**config.mk**
```make
export PLATFORM = sky130hd
export DESIGN_NAME = dac_stream_ctrl
export DESIGN_NICKNAME = d
export VERILOG_FILES = /design/src/rtl/dac_stream_pkg.sv /design/src/rtl/dac_stream_fifo.sv /design/src/rtl/dac_stream_ctrl.sv
export SDC_FILE = /design/constraint.sdc
export NUM_CORES = 1
export LEC_CHECK = 0
export BUFFER_PORTS_ARGS = -buffer_cell sky130_fd_sc_hd__clkbuf_2
export CORE_AREA = 4 4 136 138
export DETAILED_ROUTE_END_ITERATION = 10
export DIE_AREA = 0 0 140 142
export GPL_ROUTABILITY_DRIVEN = 0
export HOLD_SLACK_MARGIN = 0.1
export PLACE_DENSITY = 0.67
export SKIP_CTS_REPAIR_TIMING = 1
export SLEW_MARGIN = 15
export SYNTH_ARGS = -nofsm -noshare
export SYNTH_HDL_FRONTEND = slang
export SYNTH_SLANG_ARGS = --single-unit
```
**constraint.sdc**
```tcl
create_clock -name clk -period 4.7 [get_ports clk]
set_input_delay 0.47 -clock clk [delete_from_list [all_inputs] [get_ports clk]]
set_output_delay 0.47 -clock clk [all_outputs]
set_load 0.05 [all_outputs]
```
**src/rtl/dac_stream_pkg.sv**
```systemverilog
// Shared FSM encoding and constants for the DAC playback streamer.
package dac_stream_pkg;

  typedef enum logic [1:0] {
    ST_IDLE    = 2'd0,
    ST_PREFILL = 2'd1,
    ST_RUN     = 2'd2
  } state_t;

  localparam int DAC_DW = 10;
  localparam logic [DAC_DW-1:0] DAC_MIDSCALE = 10'h200;

endpackage

```
**src/rtl/dac_stream_fifo.sv**
```systemverilog
// Sample FIFO for the DAC streamer: storage, pointers, level and registered flags.
// flush clears pointers and level and overrides any same-cycle push or pop.
module dac_stream_fifo
  import dac_stream_pkg::*;
#(
  parameter int DW      = DAC_DW,
  parameter int FIFO_AW = 4
) (
  input  logic               clk,
  input  logic               rst,
  input  logic               flush,
  input  logic               push,
  input  logic               pop,
  input  logic [DW-1:0]      wdata,
  output logic [DW-1:0]      rdata,
  output logic [FIFO_AW:0]   level,
  output logic               full,
  output logic               empty
);

  localparam int DEPTH = 2 ** FIFO_AW;
  localparam logic [FIFO_AW:0] DEPTH_L = (FIFO_AW + 1)'(DEPTH);

  logic [DW-1:0]      mem [DEPTH];
  logic [FIFO_AW-1:0] wptr;
  logic [FIFO_AW-1:0] rptr;
  logic               do_push;
  logic               do_pop;
  logic [FIFO_AW:0]   level_nxt;

  assign do_push = push & ~full & ~flush;
  assign do_pop  = pop & ~empty & ~flush;
  assign rdata   = mem[rptr];

  always_comb begin
    level_nxt = level;
    case ({do_push, do_pop})
      2'b10:   level_nxt = level + 1'b1;
      2'b01:   level_nxt = level - 1'b1;
      default: level_nxt = level;
    endcase
  end

  always_ff @(posedge clk) begin
    if (rst) begin
      wptr  <= '0;
      rptr  <= '0;
      level <= '0;
      full  <= 1'b0;
      empty <= 1'b1;
    end else if (flush) begin
      wptr  <= '0;
      rptr  <= '0;
      level <= '0;
      full  <= 1'b0;
      empty <= 1'b1;
    end else begin
      if (do_push) wptr <= wptr + 1'b1;
      if (do_pop)  rptr <= rptr + 1'b1;
      level <= level_nxt;
      full  <= (level_nxt == DEPTH_L);
      empty <= (level_nxt == '0);
    end
  end

  // Storage needs no reset; the level and flags gate every read.
  always_ff @(posedge clk) begin
    if (do_push) mem[wptr] <= wdata;
  end

endmodule

```
**src/rtl/dac_stream_ctrl.sv**
```systemverilog
// DAC playback controller: prefill/run sequencing, sample-rate timing and DAC load strobe.
// Build option DAC_STREAM_MIDSCALE_ON_UNDERFLOW_EN parks the DAC at midscale on underflow.
module dac_stream_ctrl
  import dac_stream_pkg::*;
#(
  parameter int DW           = DAC_DW,
  parameter int FIFO_AW      = 4,
  parameter int CLKDIV_WIDTH = 8
) (
  input  logic                    clk,
  input  logic                    rst,
  input  logic                    en,
  input  logic                    flush,
  input  logic [CLKDIV_WIDTH-1:0] clkdiv,
  input  logic [CLKDIV_WIDTH-1:0] sample_div,
  input  logic                    wr,
  input  logic [DW-1:0]           wdata,
  input  logic [FIFO_AW:0]        fifo_threshold,
  output logic [FIFO_AW:0]        fifo_level,
  output logic                    fifo_full,
  output logic                    fifo_empty,
  output logic                    fifo_below,
  output logic                    underflow,
  output logic                    overflow,
  input  logic                    status_clr,
  output logic                    running,
  output logic [DW-1:0]           dac_data,
  output logic                    dac_load
);

`ifdef DAC_STREAM_MIDSCALE_ON_UNDERFLOW_EN
  localparam logic [DW-1:0] MIDSCALE = {1'b1, {(DW-1){1'b0}}};
`endif

  state_t                  state;
  logic [CLKDIV_WIDTH-1:0] pctr;
  logic [CLKDIV_WIDTH-1:0] sctr;
  logic                    tick;
  logic                    sample_tick;
  logic                    pop;
  logic [DW-1:0]           rdata;

  assign running     = (state == ST_RUN);
  assign tick        = running && (pctr == clkdiv);
  assign sample_tick = tick && (sctr == sample_div);
  assign pop         = sample_tick & ~fifo_empty;
  assign fifo_below  = (fifo_level < fifo_threshold);

  dac_stream_fifo #(
    .DW      (DW),
    .FIFO_AW (FIFO_AW)
  ) u_fifo (
    .clk   (clk),
    .rst   (rst),
    .flush (flush),
    .push  (wr),
    .pop   (pop),
    .wdata (wdata),
    .rdata (rdata),
    .level (fifo_level),
    .full  (fifo_full),
    .empty (fifo_empty)
  );

  // state   | meaning
  // IDLE    | stopped; FIFO and dac_data retained
  // PREFILL | waiting for level >= fifo_threshold
  // RUN     | timers active, one pop per sample tick
  always_ff @(posedge clk) begin
    if (rst) begin
      state <= ST_IDLE;
    end else if (!en) begin
      state <= ST_IDLE;
    end else begin
      case (state)
        ST_IDLE:    state <= ST_PREFILL;
        ST_PREFILL: if (fifo_level >= fifo_threshold) state <= ST_RUN;
        ST_RUN:     state <= ST_RUN;
        default:    state <= ST_IDLE;
      endcase
    end
  end

  // Counters sit at zero outside RUN, so every RUN entry starts a fresh period.
  always_ff @(posedge clk) begin
    if (rst || !running) begin
      pctr <= '0;
      sctr <= '0;
    end else if (tick) begin
      pctr <= '0;
      sctr <= (sctr == sample_div) ? '0 : sctr + 1'b1;
    end else begin
      pctr <= pctr + 1'b1;
    end
  end

  always_ff @(posedge clk) begin
    if (rst) begin
      dac_data  <= '0;
      dac_load  <= 1'b0;
      underflow <= 1'b0;
      overflow  <= 1'b0;
    end else begin
      dac_load <= 1'b0;
      if (pop && !flush) begin
        dac_data <= rdata;
        dac_load <= 1'b1;
      end
`ifdef DAC_STREAM_MIDSCALE_ON_UNDERFLOW_EN
      else if (sample_tick && fifo_empty) begin
        dac_data <= MIDSCALE;
        dac_load <= 1'b1;
      end
`endif

      if (sample_tick && fifo_empty) underflow <= 1'b1;
      else if (status_clr)           underflow <= 1'b0;

      if (wr && fifo_full)   overflow <= 1'b1;
      else if (status_clr)   overflow <= 1'b0;
    end
  end

endmodule

```
==> impl_results.md <==
- Syn-to-layout area delta: 13.8%
- Avg Vias per Cell: 5.51
- RSZ-0062 raised after global routing: false
- Rel. slew slack: between 20% and 30%
- GR Util All Layers: approximately 17%
- Post-synth cell types: 41
- Root buffer cell: clkbuf_16
- GRT Residual Overflow: 0
- Largest net degree at the start of global routing: 44
- Hold Path Sink: underflow
- Syn Area/Cell: between 15 and 20 µm²
- Post-synth ARST share: 0%
- Vias: 4652
- Die Area: ~0.020 mm²
- Peak supply drop: ~230 µV
- Layout cells sized above 1: between 20% and 30%
- Sum Neg Setup Slack: 0 ns
- Synthesized cell area: roughly 0.0085 mm²
- Reg-to-reg critical path endpoint: u_fifo.empty
- Pre-Repair DR Iteration Count: 4
- Min Clock Period, post-route: 3.12 ns
- Hold_sp: status_clr
- # DRC: 0
- Most area-consuming cells after synthesis: edfxtp_1, dfxtp_1, mux4_2
- Largest area contributor in the netlist: edfxtp_1
- Post-layout nets: 662
- YS warnings: 0
- Max H-tree Level: 1
- Worst-path clk slew: about 0.06 ns
- CP Data Required Time: about 5 ns
- CP startpoint kind: flip-flop
- WP data arrival: 3.48 ns
- Tcrit/Tclk final: between 60 and 70%
- Setup-failing EPs final: 0
- MaxCap Viol Count: 0
- Final instance area: 0.00966 mm²
- Initial Utilization: roughly 49%
- Core ar.: 0.0172 mm²
- Iter 0 DRT Violations: 361
- Inst Count DP: 806
- Synthesized Nets: around 600
- Number of synthesized flops with an enable pin: 160
- Worst R2R Start: state[0]
- Global-route wire length before repair: 26500 µm
- Final non-filler cell total: 845
- I/O Pins: 59
- Skew-Pair Late Insertion Delay: roughly 0.50 ns
- Placed instance area: 0.00900 mm²
- Clock skew: ~0.015 ns
- # diodes: 0
- CP Max Fanout: 6
- Port-buffer cells: 58
- Pwr dens: 376 mW/mm²
- WL final: between 15000 and 20000 µm
- DP Wirelength: between 10000 and 15000 µm
- FMAX: between 0.3 and 0.4 GHz
- Synth Register Bits: 206
- CTS buffer count: 21
- Leak Pwr: 3.28 nW
- Chip height: approximately 140 µm
- FILL cells: roughly 1400
- Die extent in x: 140 µm
- Top-area cell type share of the netlist area: 56.6%
- Final Hold Vio Count: 0
- Clk buf depth: 3
- Sequential share of the synthesized area: 67.5%
- Final core utilization: approximately 56%
- Cell row count: 48
- Pre-CTS setup slack: ~1.5 ns
- Worst setup EP type: flip-flop
- Worst setup path class: reg -> reg
- Slew @ Worst Pin: around 1.2 ns
- Wire length per cell: 19.6 µm
- Antenna violations before repair: 0
- Clk sinks: between 200 and 250
- Vias in the first global route: 4852
- Worst r2r path cells: 14
- Outcome: complete, no violations
- Hold Crit Depth: 4
- Flop-to-flop setup slack: around 1.6 ns
- Setup slack after layout: between 1.5 and 2 ns
- Final ANT Viol Nets: 0
- Final slew viol count: 0
- Post-synthesis cell count: 539
- Worst Hold Class: in -> reg
- Ys flop type: edfxtp_1
- CTS tree: yes
[critical path: stages, from the launching register on]
cell and delay, ns:
dfxtp_1 0.32, inv_1 0.08, ha_1 0.21, nand2_1 0.09, nor3_2 0.39, nand2_1 0.20, nor3_1 0.19, ha_1 0.31
ha_1 0.28, a21o_1 0.16, a21oi_1 0.19, xor2_1 0.10, and4b_1 0.18, a21oi_1 0.18, o21ai_0 0.10
[kinds of logic after synthesis]
family,synth area share [%]
adder cells (fa/ha/maj),3.04
AO/OA/AOI/OAI,3.79
XOR/XNOR,3.20
AND/OR/NAND/NOR,8.30
buffers and inverters,1.80
multiplexers,12.4
flip-flops,67.5
[worst max path at each step]
stage                         start           end  slack (ns)  depth (start not counted)
after floorplan            state[0]   u_fifo.full        1.63                         14
after global placement    clkdiv[7]   u_fifo.full        1.61                         14
after detailed placement  clkdiv[4]  u_fifo.empty        1.47                         14
after CTS                  state[0]  u_fifo.empty        1.59                         14
after global routing       state[0]   u_fifo.full        1.19                         14
final                      state[0]  u_fifo.empty        1.58                         14
[routing by layer]
layer / routed length, µm / vias up / global-route usage (%) / share of wire (%)
met2: 8430 / 97 / 29.4 / 51
met3: 755 / 19 / 2.55 / 4.6
met5: 0 / - / 0 / 0
met1: 7140 / 2343 / 23.2 / 43
met4: 226 / 0 / 3.88 / 1.4
li1: - / 2193 / - / -
[metrics by stage]
step                      total power, mW  hold WS [ns]
final                                3.63         0.261
after global routing                 3.75         0.289
after CTS                            3.66         0.252
after detailed placement             2.11         0.456
after global placement               2.10         0.453
after floorplan                      2.06         0.437
[final cells by class]
cell class	count	area (µm²)	share of cell area [%]
Sequential cell	206	5730	59.3
Clock buffer	29	576	5.96
Multi-Input combinational cell	298	2610	27.0
Clock inverter	9	68.8	0.712
Inverter	12	45.0	0.466
Tap cell	225	282	2.91
Timing Repair Buffer	66	354	3.67
[where the power goes]
part | internal, mW | total, mW | switching, mW
registers | 1.97 | 1.97 | 0.00508
clock network | 0.911 | 1.56 | 0.651
logic | 0.0342 | 0.0941 | 0.0599
[synth_stat cells (8+ instances only)]
cell type,number
ha_1,19
nor2_1,50
a21oi_1,15
mux2i_1,15
clkbuf_1,14
xor2_1,10
nor3_1,9
xnor2_1,21
nand3_1,8
nand2_1,31
a22oi_1,21
dfxtp_1,46
o21ai_0,9
mux4_2,40
nor2b_1,9
edfxtp_1,160
inv_1,12
[state kept, by name, summed over array words and instances, names as in the netlist, 2 cells and up]
name          count
sctr              8
state             2
dac_data         10
u_fifo.mem      160
u_fifo.level      5
pctr              8
u_fifo.rptr       4
u_fifo.wptr       4
[layout by cell type (no fill, tap or decap), types with 2 or more instances in the layout]
cell type | Yosys | final
edfxtp_1 | 160 | 160
clkbuf_2 | 0 | 58
nor2_1 | 50 | 50
dfxtp_1 | 46 | 44
mux4_2 | 40 | 40
nand2_1 | 31 | 31
xnor2_1 | 21 | 21
a22oi_1 | 21 | 21
clkbuf_16 | 0 | 21
ha_1 | 19 | 19
mux2i_1 | 15 | 15
a21oi_1 | 15 | 15
inv_1 | 12 | 12
xor2_1 | 10 | 10
nor3_1 | 9 | 9
nor2b_1 | 9 | 9
o21ai_0 | 9 | 9
nand3_1 | 8 | 8
buf_4 | 0 | 7
and3_1 | 6 | 6
clkbuf_1 | 14 | 6
nand4_1 | 5 | 5
or3b_2 | 5 | 5
nand2b_1 | 4 | 4
clkinv_1 | 0 | 4
or3_1 | 3 | 3
clkinv_2 | 0 | 3
o21a_1 | 2 | 2
a21o_1 | 2 | 2
clkbuf_8 | 0 | 2
dfxtp_2 | 0 | 2
Power figures use the tool's default switching activity.
